$ cat src/rtl/ipbus_reg_slave_if.sv
// IPbus transaction signals between a bus master and a register-file slave.
interface ipbus_reg_slave_if;
  localparam int unsigned DW = 32;

  logic [DW-1:0] ipb_addr;
  logic [DW-1:0] ipb_wdata;
  logic          ipb_strobe;
  logic          ipb_write;
  logic [DW-1:0] ipb_rdata;
  logic          ipb_ack;
  logic          ipb_err;

  modport master (
    output ipb_addr, ipb_wdata, ipb_strobe, ipb_write,
    input  ipb_rdata, ipb_ack, ipb_err
  );

  modport slave (
    input  ipb_addr, ipb_wdata, ipb_strobe, ipb_write,
    output ipb_rdata, ipb_ack, ipb_err
  );
endinterface

$ cat src/rtl/ipbus_reg_slave.sv
// IPbus register-file slave: N_REGS words (word 0 a read-only ID), programmable
// wait states before a one-cycle ack/err, and a wrapping count of successful writes.
module ipbus_reg_slave #(
  parameter int unsigned N_REGS      = 8,
  parameter logic [31:0] ADDR_BASE   = 32'h0000_0000,
  parameter int unsigned WAIT_CYCLES = 1,
  parameter logic [31:0] ID_VALUE    = 32'hC0FF_EE01
) (
  input  logic                   CLK,
  input  logic                   RST,
  ipbus_reg_slave_if.slave       ipb,
  output logic [32*N_REGS-1:0]   reg_q,
  output logic [15:0]            write_count
);

  localparam int unsigned DW    = 32;
  localparam int unsigned CNT_W = 4;
  localparam int unsigned WC_W  = 16;
  localparam int unsigned IDX_W = (N_REGS > 1) ? $clog2(N_REGS) : 1;

  typedef enum logic [1:0] {S_IDLE, S_WAIT, S_RESP, S_HOLD} state_e;

  typedef struct packed {
    logic [DW-1:0] addr;
    logic [DW-1:0] wdata;
    logic          write;
  } req_t;

  state_e            state_q, state_d;
  req_t              req_q, req_d;
  logic [CNT_W-1:0]  cnt_q, cnt_d;
  logic              ack_q, ack_d;
  logic              err_q, err_d;
  logic [DW-1:0]     rdata_q, rdata_d;
  logic [WC_W-1:0]   write_count_q, write_count_d;
  logic [DW-1:0]     regs_q [N_REGS];
  logic [DW-1:0]     regs_d [N_REGS];

  logic [DW-1:0]     offset;
  logic [IDX_W-1:0]  idx;
  logic              valid;
  logic              is_id;

  // Decode uses the captured address; below-base addresses wrap to huge offsets.
  assign offset = req_q.addr - ADDR_BASE;
  assign valid  = offset < DW'(N_REGS);
  assign is_id  = offset == '0;
  assign idx    = offset[IDX_W-1:0];

  always_comb begin
    state_d       = state_q;
    req_d         = req_q;
    cnt_d         = cnt_q;
    ack_d         = 1'b0;
    err_d         = 1'b0;
    rdata_d       = '0;
    write_count_d = write_count_q;
    regs_d        = regs_q;

    case (state_q)
      S_IDLE: begin
        if (ipb.ipb_strobe) begin
          req_d   = '{addr: ipb.ipb_addr, wdata: ipb.ipb_wdata, write: ipb.ipb_write};
          cnt_d   = CNT_W'(WAIT_CYCLES);
          state_d = (WAIT_CYCLES > 0) ? S_WAIT : S_RESP;
        end
      end
      S_WAIT: begin
        if (!ipb.ipb_strobe) begin
          state_d = S_IDLE;
        end else if (cnt_q == CNT_W'(1)) begin
          state_d = S_RESP;
        end else begin
          cnt_d = cnt_q - CNT_W'(1);
        end
      end
      S_RESP: begin
        state_d = S_HOLD;
        if (!valid || (req_q.write && is_id)) begin
          err_d = 1'b1;
        end else if (req_q.write) begin
          ack_d         = 1'b1;
          regs_d[idx]   = req_q.wdata;
          write_count_d = write_count_q + WC_W'(1);
        end else begin
          ack_d   = 1'b1;
          rdata_d = is_id ? ID_VALUE : regs_q[idx];
        end
      end
      S_HOLD: begin
        // A strobe still held after the response must not start a new access.
        if (!ipb.ipb_strobe) state_d = S_IDLE;
      end
      default: state_d = S_IDLE;
    endcase
  end

  always_ff @(posedge CLK) begin
    if (RST) begin
      state_q       <= S_IDLE;
      req_q         <= '0;
      cnt_q         <= '0;
      ack_q         <= 1'b0;
      err_q         <= 1'b0;
      rdata_q       <= '0;
      write_count_q <= '0;
      for (int i = 0; i < int'(N_REGS); i++) regs_q[i] <= '0;
    end else begin
      state_q       <= state_d;
      req_q         <= req_d;
      cnt_q         <= cnt_d;
      ack_q         <= ack_d;
      err_q         <= err_d;
      rdata_q       <= rdata_d;
      write_count_q <= write_count_d;
      regs_q        <= regs_d;
    end
  end

  assign ipb.ipb_ack   = ack_q;
  assign ipb.ipb_err   = err_q;
  assign ipb.ipb_rdata = rdata_q;
  assign write_count   = write_count_q;

  // Word 0 is the constant ID, never a storage location.
  assign reg_q[DW-1:0] = ID_VALUE;
  for (genvar g = 1; g < N_REGS; g++) begin : g_flat
    assign reg_q[DW*g +: DW] = regs_q[g];
  end

endmodule
$ cat src/flat_wrapper.sv
// flat-port wrapper written by rule: the top's interface ports become plain ports
module ipbus_reg_slave_flat 
#(
  parameter int unsigned N_REGS      = 8,
  parameter logic [31:0] ADDR_BASE   = 32'h0000_0000,
  parameter int unsigned WAIT_CYCLES = 1,
  parameter logic [31:0] ID_VALUE    = 32'hC0FF_EE01
)
  (CLK, RST, reg_q, write_count, ipb_ipb_addr, ipb_ipb_wdata, ipb_ipb_strobe, ipb_ipb_write, ipb_ipb_rdata, ipb_ipb_ack, ipb_ipb_err);
  ipbus_reg_slave_if ipb_i ();
  input  logic CLK;
  input  logic RST;
  output logic [32*N_REGS-1:0] reg_q;
  output logic [15:0] write_count;
  input wire logic [$bits(ipb_i.ipb_addr)-1:0] ipb_ipb_addr;
  input wire logic [$bits(ipb_i.ipb_wdata)-1:0] ipb_ipb_wdata;
  input wire logic [$bits(ipb_i.ipb_strobe)-1:0] ipb_ipb_strobe;
  input wire logic [$bits(ipb_i.ipb_write)-1:0] ipb_ipb_write;
  output wire logic [$bits(ipb_i.ipb_rdata)-1:0] ipb_ipb_rdata;
  output wire logic [$bits(ipb_i.ipb_ack)-1:0] ipb_ipb_ack;
  output wire logic [$bits(ipb_i.ipb_err)-1:0] ipb_ipb_err;
  assign ipb_i.ipb_addr = ipb_ipb_addr;
  assign ipb_i.ipb_wdata = ipb_ipb_wdata;
  assign ipb_i.ipb_strobe = ipb_ipb_strobe;
  assign ipb_i.ipb_write = ipb_ipb_write;
  assign ipb_ipb_rdata = ipb_i.ipb_rdata;
  assign ipb_ipb_ack = ipb_i.ipb_ack;
  assign ipb_ipb_err = ipb_i.ipb_err;
  ipbus_reg_slave #(.N_REGS(N_REGS), .ADDR_BASE(ADDR_BASE), .WAIT_CYCLES(WAIT_CYCLES), .ID_VALUE(ID_VALUE)) u_core (.CLK(CLK), .RST(RST), .ipb(ipb_i), .reg_q(reg_q), .write_count(write_count));
endmodule
$ cat config.mk
export PLATFORM = sky130hd
export DESIGN_NAME = ipbus_reg_slave_flat
export DESIGN_NICKNAME = d
export VERILOG_FILES = /design/src/rtl/ipbus_reg_slave_if.sv /design/src/rtl/ipbus_reg_slave.sv /design/src/flat_wrapper.sv
export SDC_FILE = /design/constraint.sdc
export NUM_CORES = 1
export LEC_CHECK = 0
export ABC_CLOCK_PERIOD_IN_PS = 2900
export CAP_MARGIN = 5
export CORE_MARGIN = 2
export CORE_UTILIZATION = 41
export CTS_CLUSTER_SIZE = 8
export DETAILED_ROUTE_END_ITERATION = 8
export GPL_ROUTABILITY_DRIVEN = 0
export GPL_TIMING_DRIVEN = 0
export PLACE_DENSITY = 0.7
export SLEW_MARGIN = 20
export SYNTH_ARGS = -nofsm -noshare
export SYNTH_HDL_FRONTEND = slang
export SYNTH_SLANG_ARGS = --single-unit
export TNS_END_PERCENT = 1
$ cat constraint.sdc
create_clock -name CLK -period 2.9 [get_ports CLK]
set_input_delay 0.58 -clock CLK [delete_from_list [all_inputs] [get_ports CLK]]
set_output_delay 0.58 -clock CLK [all_outputs]
set_load 0.01 [all_outputs]
==> impl_metrics.sql <==
INSERT INTO impl_metrics (metric_group, metric, value, unit) VALUES
('worst_setup_path', 'arrival', '3360', 'ps'),
('final_layout', 'fin_nets', '2344', ''),
('timing', 'postLayoutSetupSlackWorst', '-36.36', 'ps'),
('power', 'combinational_cell_fraction_of_total_power', '0.092', ''),
('clock_network', 'cts.sink_count', '359', ''),
('floorplanning', 'standard_cell_core_area', '40830', 'um2'),
('grt', 'wire_length_of_the_first_global_routing_pass', '96920', 'um'),
('outcome', 'outcome', 'complete, but fails checks', ''),
('worst_setup_path', 'crit_family', 'buffers and inverters', ''),
('clock_network', 'cts_tree', 'yes', ''),
('hold_path', 'timing.hold.worst.class', 'flip-flop to flip-flop', ''),
('final_layout', 'post_route_cells_drive_above_1_share', '0.1837', ''),
('synthesis', 'synth-seq-area-share', '0.4246', ''),
('synthesis', 'postSynth.topFlopCell', 'sky130_fd_sc_hd__dfxtp_1', ''),
('clock_network', 'clk_pin_slew', '50', 'ps'),
('worst_setup_path', 'startpoint_type_of_the_worst_setup_path', 'flip-flop', ''),
('timing', 'clock-skew-final', '23.13', 'ps'),
('timing', 'setup-tns-final', '-36.36', 'ps'),
('grt', 'gr-total-overflow', '0', ''),
('job', 'timing.max_cap.violations', '0', ''),
('power', 'share_clk_of_total_power', '0.462', ''),
('timing', 'finalCritPeriodShare', '1.013', ''),
('clock_network', 'ctsLongestPathBuffers', '3', ''),
('grt', 'grt_start_max_net_pins', '13', ''),
('outcome', 'violations', 'negative setup slack', ''),
('floorplanning', 'placementRows', '74', ''),
('power', 'leakagePower', '9.358', 'nW'),
('synthesis', 'synth-edff-count', '0', ''),
('synthesis', 'avg_cell_area_syn', '9.144', 'um2'),
('final_layout', 'layout_commonest_cell', 'sky130_fd_sc_hd__dfxtp_1', ''),
('clock_network', 'clk_root_buffer_cell', 'sky130_fd_sc_hd__clkbuf_16', ''),
('routing', 'final_antenna_net_count', '0', ''),
('floorplanning', 'die_height', '207.2', 'um'),
('routing', 'drt-wirelength-per-cell', '23.79', 'um'),
('synthesis', 'netlist-cell-type-count', '63', ''),
('final_layout', 'diodes', '0', ''),
('synthesis', 'synthDominantCellAreaShare', '0.4246', ''),
('timing', 'period_needed', '2936', 'ps'),
('grt', 'grt_usage', '0.2973', ''),
('grt', 'antenna_violations_before_repair', '0', ''),
('clock_network', 'cts_hold_buffers', '0', ''),
('placement', 'placed_area', '21110', 'um2'),
('final_layout', 'filler_cell_count', '3664', ''),
('worst_setup_path', 'critical_path_buf_inv_count', '3', ''),
('routing', 'routed_wirelength', '66770', 'um'),
('power', 'irDropWorstVdd', '446.3', 'uV'),
('clock_network', 'htree_levels', '2', ''),
('worst_setup_path', 'critical_path_max_stage_delay', '800', 'ps'),
('final_layout', 'layout_common_cells', 'sky130_fd_sc_hd__dfxtp_1 (359), sky130_fd_sc_hd__nand2_1 (348), sky130_fd_sc_hd__clkdlybuf4s50_1 (340), sky130_fd_sc_hd__buf_4 (260), sky130_fd_sc_hd__mux2i_1 (185)', ''),
('worst_setup_path', 'critical_path_class', 'flip-flop to flip-flop', ''),
('timing', 'slew_viol_final', '0', ''),
('timing', 'max_slew_headroom', '0.1697', ''),
('routing', 'routed_via_density', '5.625', ''),
('routing', 'drt_iter0_markers', '1755', ''),
('timing', 'timing_hold_violations_final', '0', ''),
('final_layout', 'finalInstanceArea', '22440', 'um2'),
('timing', 'setup_violations', '1', ''),
('final_layout', 'post-route-util', '0.5496', ''),
('placement', 'dp.cells', '2753', ''),
('timing', 'fin_hold_ws', '454.9', 'ps'),
('clock_network', 'tritoncts.num_buffers', '50', ''),
('clock_network', 'cts_setup_buffers', '0', ''),
('power', 'p_int', '8.468', 'mW'),
('power', 'total_power_consumption', '11.33', 'mW'),
('worst_setup_path', 'cp_slowest_cell', 'sky130_fd_sc_hd__clkbuf_1', ''),
('synthesis', 'synth.area.top_cells', 'sky130_fd_sc_hd__dfxtp_1 (42%), sky130_fd_sc_hd__buf_4 (12%), sky130_fd_sc_hd__mux2i_1 (11%)', ''),
('synthesis', 'postSynthRegisterBits', '359', ''),
('worst_setup_path', 'worstPathCellList', 'buf_2 > buf_1 > clkbuf_1 > o21ai_0 > a31oi_1', ''),
('floorplanning', 'initial_standard_cell_utilization_of_the_core', '0.4145', ''),
('synthesis', 'synth_area', '16920', 'um2'),
('placement', 'buffer_ports.inserted', '340', '');
power groups by stage:
stage	logic, mW	clock network (mW)	registers, mW
after floorplan	0.565	0	5.14
after global placement	0.981	0	5.15
after detailed placement	0.995	0	5.16
after CTS	0.999	5.23	5.06
after global routing	1.08	5.46	5.06
final	1.04	5.23	5.06
path summary, 6_finish.rpt:
path              cells after the start  slack (ps)                 endpoint             start
hold / removal                        2         450          u_core.req_q[8]   u_core.req_q[8]
hold reg to reg                       2         450          u_core.req_q[8]   u_core.req_q[8]
setup / recovery                      5         -40  u_core.ipb.ipb_rdata[3]  u_core.req_q[33]
setup reg to reg                      5         -40  u_core.ipb.ipb_rdata[3]  u_core.req_q[33]
sequential cells by signal, summed over array words and instances, names as in the netlist, named ones only:
signal,cells
u_core.cnt_q,4
u_core.ipb.ipb_ack,1
u_core.ipb.ipb_err,1
u_core.ipb.ipb_rdata,32
u_core.reg_q,224
u_core.regs_q,14
u_core.req_q,65
u_core.state_q,1
u_core.write_count,16
worst register-to-register path: stages, from the launching register on:
cell                       delay [ps]
sky130_fd_sc_hd__dfxtp_1          440
sky130_fd_sc_hd__buf_2            310
sky130_fd_sc_hd__buf_1            620
sky130_fd_sc_hd__clkbuf_1         810
sky130_fd_sc_hd__o21ai_0          230
sky130_fd_sc_hd__a31oi_1          410
synthesized netlist by cell type (all sizes together), types with 9 or more instances:
library cell / number
nand3: 17
a22oi: 12
nor2: 47
nor3: 9
dfxtp: 359
o2bb2ai: 10
a31oi: 11
nor4: 82
a221oi: 21
and2: 9
nand4: 10
a21oi: 80
inv: 10
mux2: 42
buf: 311
nand2: 348
nor2b: 36
o21ai: 13
clkbuf: 88
a31o: 65
mux2i: 185
kinds of logic after synthesis:
group,count (synthesis),synth area share
simple gates,589,0.1629
buf+inv,409,0.1537
flops,359,0.4246
compound gates,252,0.1071
mux,235,0.1480
fa+ha+maj,3,0.002218
other cells,2,0.0004437
xor+xnor,2,0.001035
routing by layer:
layer	routed length (um)	vias up	track usage
met3	7873	252	0.08672
met5	0	-	0
met1	25180	7478	0.3638
li1	-	6971	-
met4	3724	0	0.1571
met2	29990	1089	0.4729
area by class of cell:
class / count / area [um2] / area share
Timing Repair Buffer: 340 / 3403 / 0.1517
Sequential cell: 359 / 7187 / 0.3203
Buffer: 399 / 2564 / 0.1143
Inverter: 10 / 37.54 / 0.001673
Multi-Input combinational cell: 1113 / 7252 / 0.3232
Tap cell: 532 / 665.6 / 0.02966
Clock buffer: 54 / 1330 / 0.05927
No activity file was read; power rests on OpenSTA's default activity.
==> RTL edit 1: new RTL, config.mk and constraints unchanged <==
Encoding of `state_e`: now Gray code (2 bits for 4 states).
--- a/src/rtl/ipbus_reg_slave.sv
+++ b/src/rtl/ipbus_reg_slave.sv
@@ -18,7 +18,7 @@
   localparam int unsigned WC_W  = 16;
   localparam int unsigned IDX_W = (N_REGS > 1) ? $clog2(N_REGS) : 1;
 
-  typedef enum logic [1:0] {S_IDLE, S_WAIT, S_RESP, S_HOLD} state_e;
+  typedef enum logic [1:0] {S_IDLE = 2'b00, S_WAIT = 2'b01, S_RESP = 2'b11, S_HOLD = 2'b10} state_e;
 
   typedef struct packed {
     logic [DW-1:0] addr;
Function: same outputs for any inputs over 4 cycles, from zero or initial values and one cycle with RST high; so few cycles prove little.
==> RTL edit 1 against the original RTL <==
  * The run still ends with negative setup slack left
  * Combinational power shrank 24%
  * Sequential cell count grew 2
  * Total power shrank 1.6%
  * Worst setup slack gained 0.00072 ns
  * Synthesized area grew 0.77%
  * Largest power group unchanged
  * Global-route usage shrank 1.6 points
  * Final area grew 0.83%
  * Critical endpoint is now u_core.ipb.ipb_rdata[29]$_SDFF_PP0_
  * Wire length shrank 5.9%
  * Highest routed layer unchanged
==> RTL edit 1: results (changes against the original RTL) <==
[cells_and_area]
drive_gt1_frac=0.180  ; -0.00395
final_nets=2265  ; -3.4%
largest_reg_flops=224  ; unchanged
fill_cells=3677  ; +0.35%

[clock_network]
clock_path_buffers=3  ; unchanged
numCtsBuffers=51  ; +2.0%
path_clk_slew_ns=0.05  ; about the same
cts_root_buf=clkbuf_16
cts_max_level=2  ; unchanged
clk_latency_ns=0.58

[timing]
tightestPinTransition_ns=1.33  ; +0.0862 ns
fin_skew_ns=0.0152  ; -0.00796 ns
setup_viol=1  ; unchanged
setup_tns_ns=-0.0356  ; +0.000719 ns
fin_ws_ns=-0.0356  ; +0.000719 ns

[global_routing]
grtUsageMet3=0.0756  ; -0.0111
grt_pass1_wl_um=91200  ; -5.9%
met2_usage=0.458  ; -0.0149
antenna_found_initial=0  ; unchanged
grt_usage=0.281  ; -0.0160
grt_max_degree=13  ; unchanged
met1_usage=0.352  ; -0.0114
grt_pass1_vias=14200  ; -8.2%

[synth]
netlist_top_cells_area=dfxtp_1 42%, mux2i_1 14%, buf_4 11%
synth_top_cells_by_count=361 x dfxtp_1, 260 x buf_4, 258 x nand2b_1
yosysWarnings=0  ; unchanged
yosysSeqAreaShare=0.424  ; -0.000892
post_synth_num_cell_types=50  ; -21%
ys_async_sr_fraction=0  ; unchanged

[min_path]
hp-start=u_core.req_q[18]$_SDFFE_PP0P_
whs_endpoint=u_core.req_q[18]$_SDFFE_PP0P_
min_path_type=reg -> reg

[routing]
ant_nets=0  ; unchanged
wl_met3_um=5390  ; -32%
post_drt_wl_per_cell_um=23.0  ; -3.3%
drtIter0Drc=997  ; -43%
highest_layer=met4
met2_length_um=29100  ; -2.8%
vias=14200  ; -9.8%
wl_met1_um=26000  ; +3.3%
drtPass1Iterations=5  ; -1

[critical_path]
worst_path_max_delay_cell=clkbuf_1
r2r-end=u_core.ipb.ipb_rdata[29]$_SDFF_PP0_
r2r_cells=6  ; +1
critPathArrivalTime_ns=3.37  ; about the same
crit_type=reg -> reg
r2r-start=u_core.req_q[35]$_SDFFE_PP0P_
crit_family=buffers and inverters
max_stage_delay_ns=0.78  ; -0.02 ns

[placed_design]
hpwl_um=44800  ; -9.1%
dpl-instance-area_um2=21300  ; +0.74%
port-buffer-count=341  ; +0.29%

[power]
leakagePower_nw=9.72  ; +3.9%
vdd_drop_max_mv=0.426  ; -4.5%

[run_status]
status=finished, violations left
violations=negative setup slack

-- RTL edit 1: cell count changes after synthesis, sizes merged, moves of 16 or more --
cell and change:
a22o +20, a22oi +16, a31o -65, mux2 -21, mux2i +52, nand2 -200
nand2b +250, nor2 -19, nor4 -64
-- RTL edit 1: repair_timing --
action / in CTS / in global routing
resized for setup: 1 / 4
setup buffers: 1 / 0
pin swaps: 1 / 0
endpoints found under the setup margin: 12 / 5
cloned: 0 / 0
-- RTL edit 1: kinds of logic (layout without fill, tap and decap cells) --
kind of cell,after synthesis,after routing,synth area share
compound gates,209,209,0.0822
xor+xnor,2,2,0.00103
fa+ha+maj,3,3,0.00220
buf+inv,381,780,0.150
flops,361,361,0.424
mux,263,263,0.160
other cells,2,33,0.000440
simple gates,547,547,0.181
-- RTL edit 1: where the power goes --
| part | total [mW] | switching [mW] | internal, mW |
|---|---|---|---|
| combinational | 0.787 | 0.499 | 0.288 |
| sequential | 5.07 | 0.0382 | 5.03 |
| clock | 5.30 | 2.12 | 3.18 |
-- RTL edit 1: worst max-delay path by stage --
| stage | to | slack (ns) | depth (start not counted) |
|---|---|---|---|
| finish | u_core.ipb.ipb_rdata[29]$_SDFF_PP0_ | -0.04 | 6 |
| global route | u_core.ipb.ipb_rdata[29]$_SDFF_PP0_ | -0.007 | 6 |
| CTS | u_core.ipb.ipb_rdata[29]$_SDFF_PP0_ | 0.06 | 6 |
| detailed placement | u_core.state_q[0]$_SDFFE_PP0P_ | -0.44 | 6 |
| global placement | u_core.ipb.ipb_rdata[18]$_SDFF_PP0_ | -0.59 | 6 |
| floorplan | u_core.state_q[0]$_SDFFE_PP0P_ | 1.01 | 5 |
-- RTL edit 1: metrics by stage --
step	util	setup WS, ns	hold slack, ns	std cells
final	0.553	-0.0356	0.452	2730
after global routing	0.553	-0.00668	0.467	2729
after CTS	0.553	0.0601	0.453	2729
after detailed placement	0.520	-0.444	0.447	2672
after global placement	0.519	-0.590	0.442	2671
after floorplan	-	1.01	0.436	1798
-- RTL edit 1: area by class of cell --
type / instances / area, µm² / share of cell area
multi-input cells: 1056 / 7390 / 0.327
flip-flops and latches: 361 / 7230 / 0.319
repair buffers: 343 / 3430 / 0.152
plain buffers: 378 / 2560 / 0.113
clock buffers: 55 / 1330 / 0.0590
well taps: 532 / 666 / 0.0294
inverters: 3 / 11.3 / 0.000498
clock inverters: 1 / 7.51 / 0.000332
diodes: 1 / 2.50 / 0.000111
-- RTL edit 1: worst min-delay path: cells and delay by family (launching register included) --
family | cells | cell delay (ns)
flip-flops | 1 | 0.30
AO/OA/AOI/OAI | 1 | 0.05
AND/OR/NAND/NOR | 1 | 0.05
==> RTL edit 2: new RTL, same settings <==
Made on the original files. `N_REGS` is set to 8 in 2 places; all go to 4.
--- a/src/rtl/ipbus_reg_slave.sv
+++ b/src/rtl/ipbus_reg_slave.sv
@@ -1,7 +1,7 @@
 // IPbus register-file slave: N_REGS words (word 0 a read-only ID), programmable
 // wait states before a one-cycle ack/err, and a wrapping count of successful writes.
 module ipbus_reg_slave #(
-  parameter int unsigned N_REGS      = 8,
+  parameter int unsigned N_REGS      = 4,
   parameter logic [31:0] ADDR_BASE   = 32'h0000_0000,
   parameter int unsigned WAIT_CYCLES = 1,
   parameter logic [31:0] ID_VALUE    = 32'hC0FF_EE01
--- a/src/flat_wrapper.sv
+++ b/src/flat_wrapper.sv
@@ -1,7 +1,7 @@
 // flat-port wrapper written by rule: the top's interface ports become plain ports
 module ipbus_reg_slave_flat 
 #(
-  parameter int unsigned N_REGS      = 8,
+  parameter int unsigned N_REGS      = 4,
   parameter logic [31:0] ADDR_BASE   = 32'h0000_0000,
   parameter int unsigned WAIT_CYCLES = 1,
   parameter logic [31:0] ID_VALUE    = 32'hC0FF_EE01
Ports: changed (resized reg_q); port bits go from 374 to 246. The function was not compared with the original's and may differ.
==> RTL edit 2 against the original RTL <==
  * Register-to-register slack gained 0.42 ns
  * Total power is 34% lower
  * Wire length is 57% lower
  * Final area down 37%
  * Cell count down 39%
  * Worst setup slack improved by 0.18 ns
  * Synthesized area decreased by 38%
  * Sequential cell count fell by 125
  * Synthesized cell count is 41% lower
  * Clock skew is 0.0028 ns lower
  * Critical endpoint is now u_core.state_q[0]$_SDFFE_PP0P_
==> RTL edit 2: results (changes against the original RTL) <==
[cells_and_area]
drive_gt1_frac=0.178  ; -0.00548
final_nets=1449  ; -38%
largest_reg_flops=96  ; -57%
final_cells=1712  ; -39%

[power]
vdd_drop_max_mv=0.313  ; -30%

[clock_network]
numCtsBuffers=35  ; -30%
cts_resized=1  ; +1
clk_latency_ns=0.50  ; -0.07 ns

[global_routing]
grt_max_degree=11  ; -2
grt_pass1_vias=7956  ; -48%
grt_usage=0.206  ; -0.0913
grt_pass1_wl_um=42900  ; -56%

[routing]
post_drt_wl_per_cell_um=16.6  ; -30%
drtIter0Drc=365  ; -79%
vias=8192  ; -48%

[synth]
post_synth_num_cell_types=42  ; -33%
syn_area_per_cell_um2=9.59  ; +4.9%

[critical_path]
critPathArrivalTime_ns=3.12  ; -0.24 ns
cp-endpoint=u_core.state_q[0]$_SDFFE_PP0P_
r2r-end=u_core.ipb.ipb_rdata[15]$_SDFF_PP0_
cp-startpoint=RST
r2r_slack_ns=0.38  ; +0.42 ns

[run_status]
status=finished, final reports clean

[timing]
fin_skew_ns=0.0203  ; -0.00283 ns
hold-worst-slack_ns=0.452  ; -0.00276 ns
tightestPinTransition_ns=1.02  ; -0.219 ns

[placed_design]
port-buffer-count=213  ; -37%
dp_slack_ns=-0.556  ; -0.423 ns

-- RTL edit 2: changes by cell type after synthesis, moves of 44 or more --
cell	change
buf_4	-129
nor4_1	-61
a31o_1	-60
mux2i_1	-88
nand2_1	-212
nand2b_1	+123
dfxtp_1	-125
clkbuf_1	-44
-- RTL edit 2: how the worst min path moves through the flow --
stage | to | startpoint
4_1_cts | u_core.req_q[1]$_SDFFE_PP0P_ | u_core.req_q[1]$_SDFFE_PP0P_
3_5_place_dp | u_core.req_q[1]$_SDFFE_PP0P_ | u_core.req_q[1]$_SDFFE_PP0P_
6_report | u_core.req_q[1]$_SDFFE_PP0P_ | u_core.req_q[1]$_SDFFE_PP0P_
3_3_place_gp | u_core.req_q[45]$_SDFFE_PP0P_ | u_core.req_q[45]$_SDFFE_PP0P_
5_1_grt | u_core.req_q[43]$_SDFFE_PP0P_ | u_core.req_q[43]$_SDFFE_PP0P_
2_1_floorplan | u_core.regs_q[105]$_SDFFE_PP0P_ | u_core.regs_q[105]$_SDFFE_PP0P_
-- RTL edit 2: stage by stage --
step	utilization	cell area [µm²]
finish	0.561	14100
global route	0.561	14100
CTS	0.561	14100
detailed placement	0.524	13200
global placement	0.524	13200
floorplan	-	10600
-- RTL edit 2: routing by layer --
metal  vias up  track usage  routed length [µm]
met5         -            0                   0
met4         0       0.0534                 534
met3        45       0.0432                1800
met2       241        0.345               13300
met1      3840        0.270               12800
li1       4066            -                   -
-- RTL edit 2: final cells by class --
type | count | share of cell area
clock buffer | 36 | 0.0638
timing repair buffer | 213 | 0.151
buffer | 204 | 0.0944
antenna | 2 | 0.000354
clock inverter | 3 | 0.00239
multi-input combinational | 683 | 0.326
tap | 330 | 0.0292
sequential | 234 | 0.332
inverter | 7 | 0.00186
-- RTL edit 2: worst max-delay path, cell delays in order --
cell and delay (ns):
clkdlybuf4s50_1 0.50, clkbuf_1 0.49, clkbuf_1 0.54, clkbuf_2 0.41, clkbuf_1 0.48, nor3_1 0.12
-- RTL edit 2: logic make-up after synthesis --
logic type,share of synthesized area
other,0.000713
and+or+nand+nor,0.201
xor gates and xnor gates,0.00166
muxes,0.160
DFF,0.445
adders and majority gates,0.00357
buffers and inverters,0.129
AOI/OAI and AO/OA,0.0594
-- RTL edit 2: where the power goes --
group	internal, mW	total (mW)	leakage (nW)	switching, mW
combinational	0.246	0.574	3.37	0.328
clock	2.18	3.56	0.459	1.38
sequential	3.29	3.33	1.90	0.0399
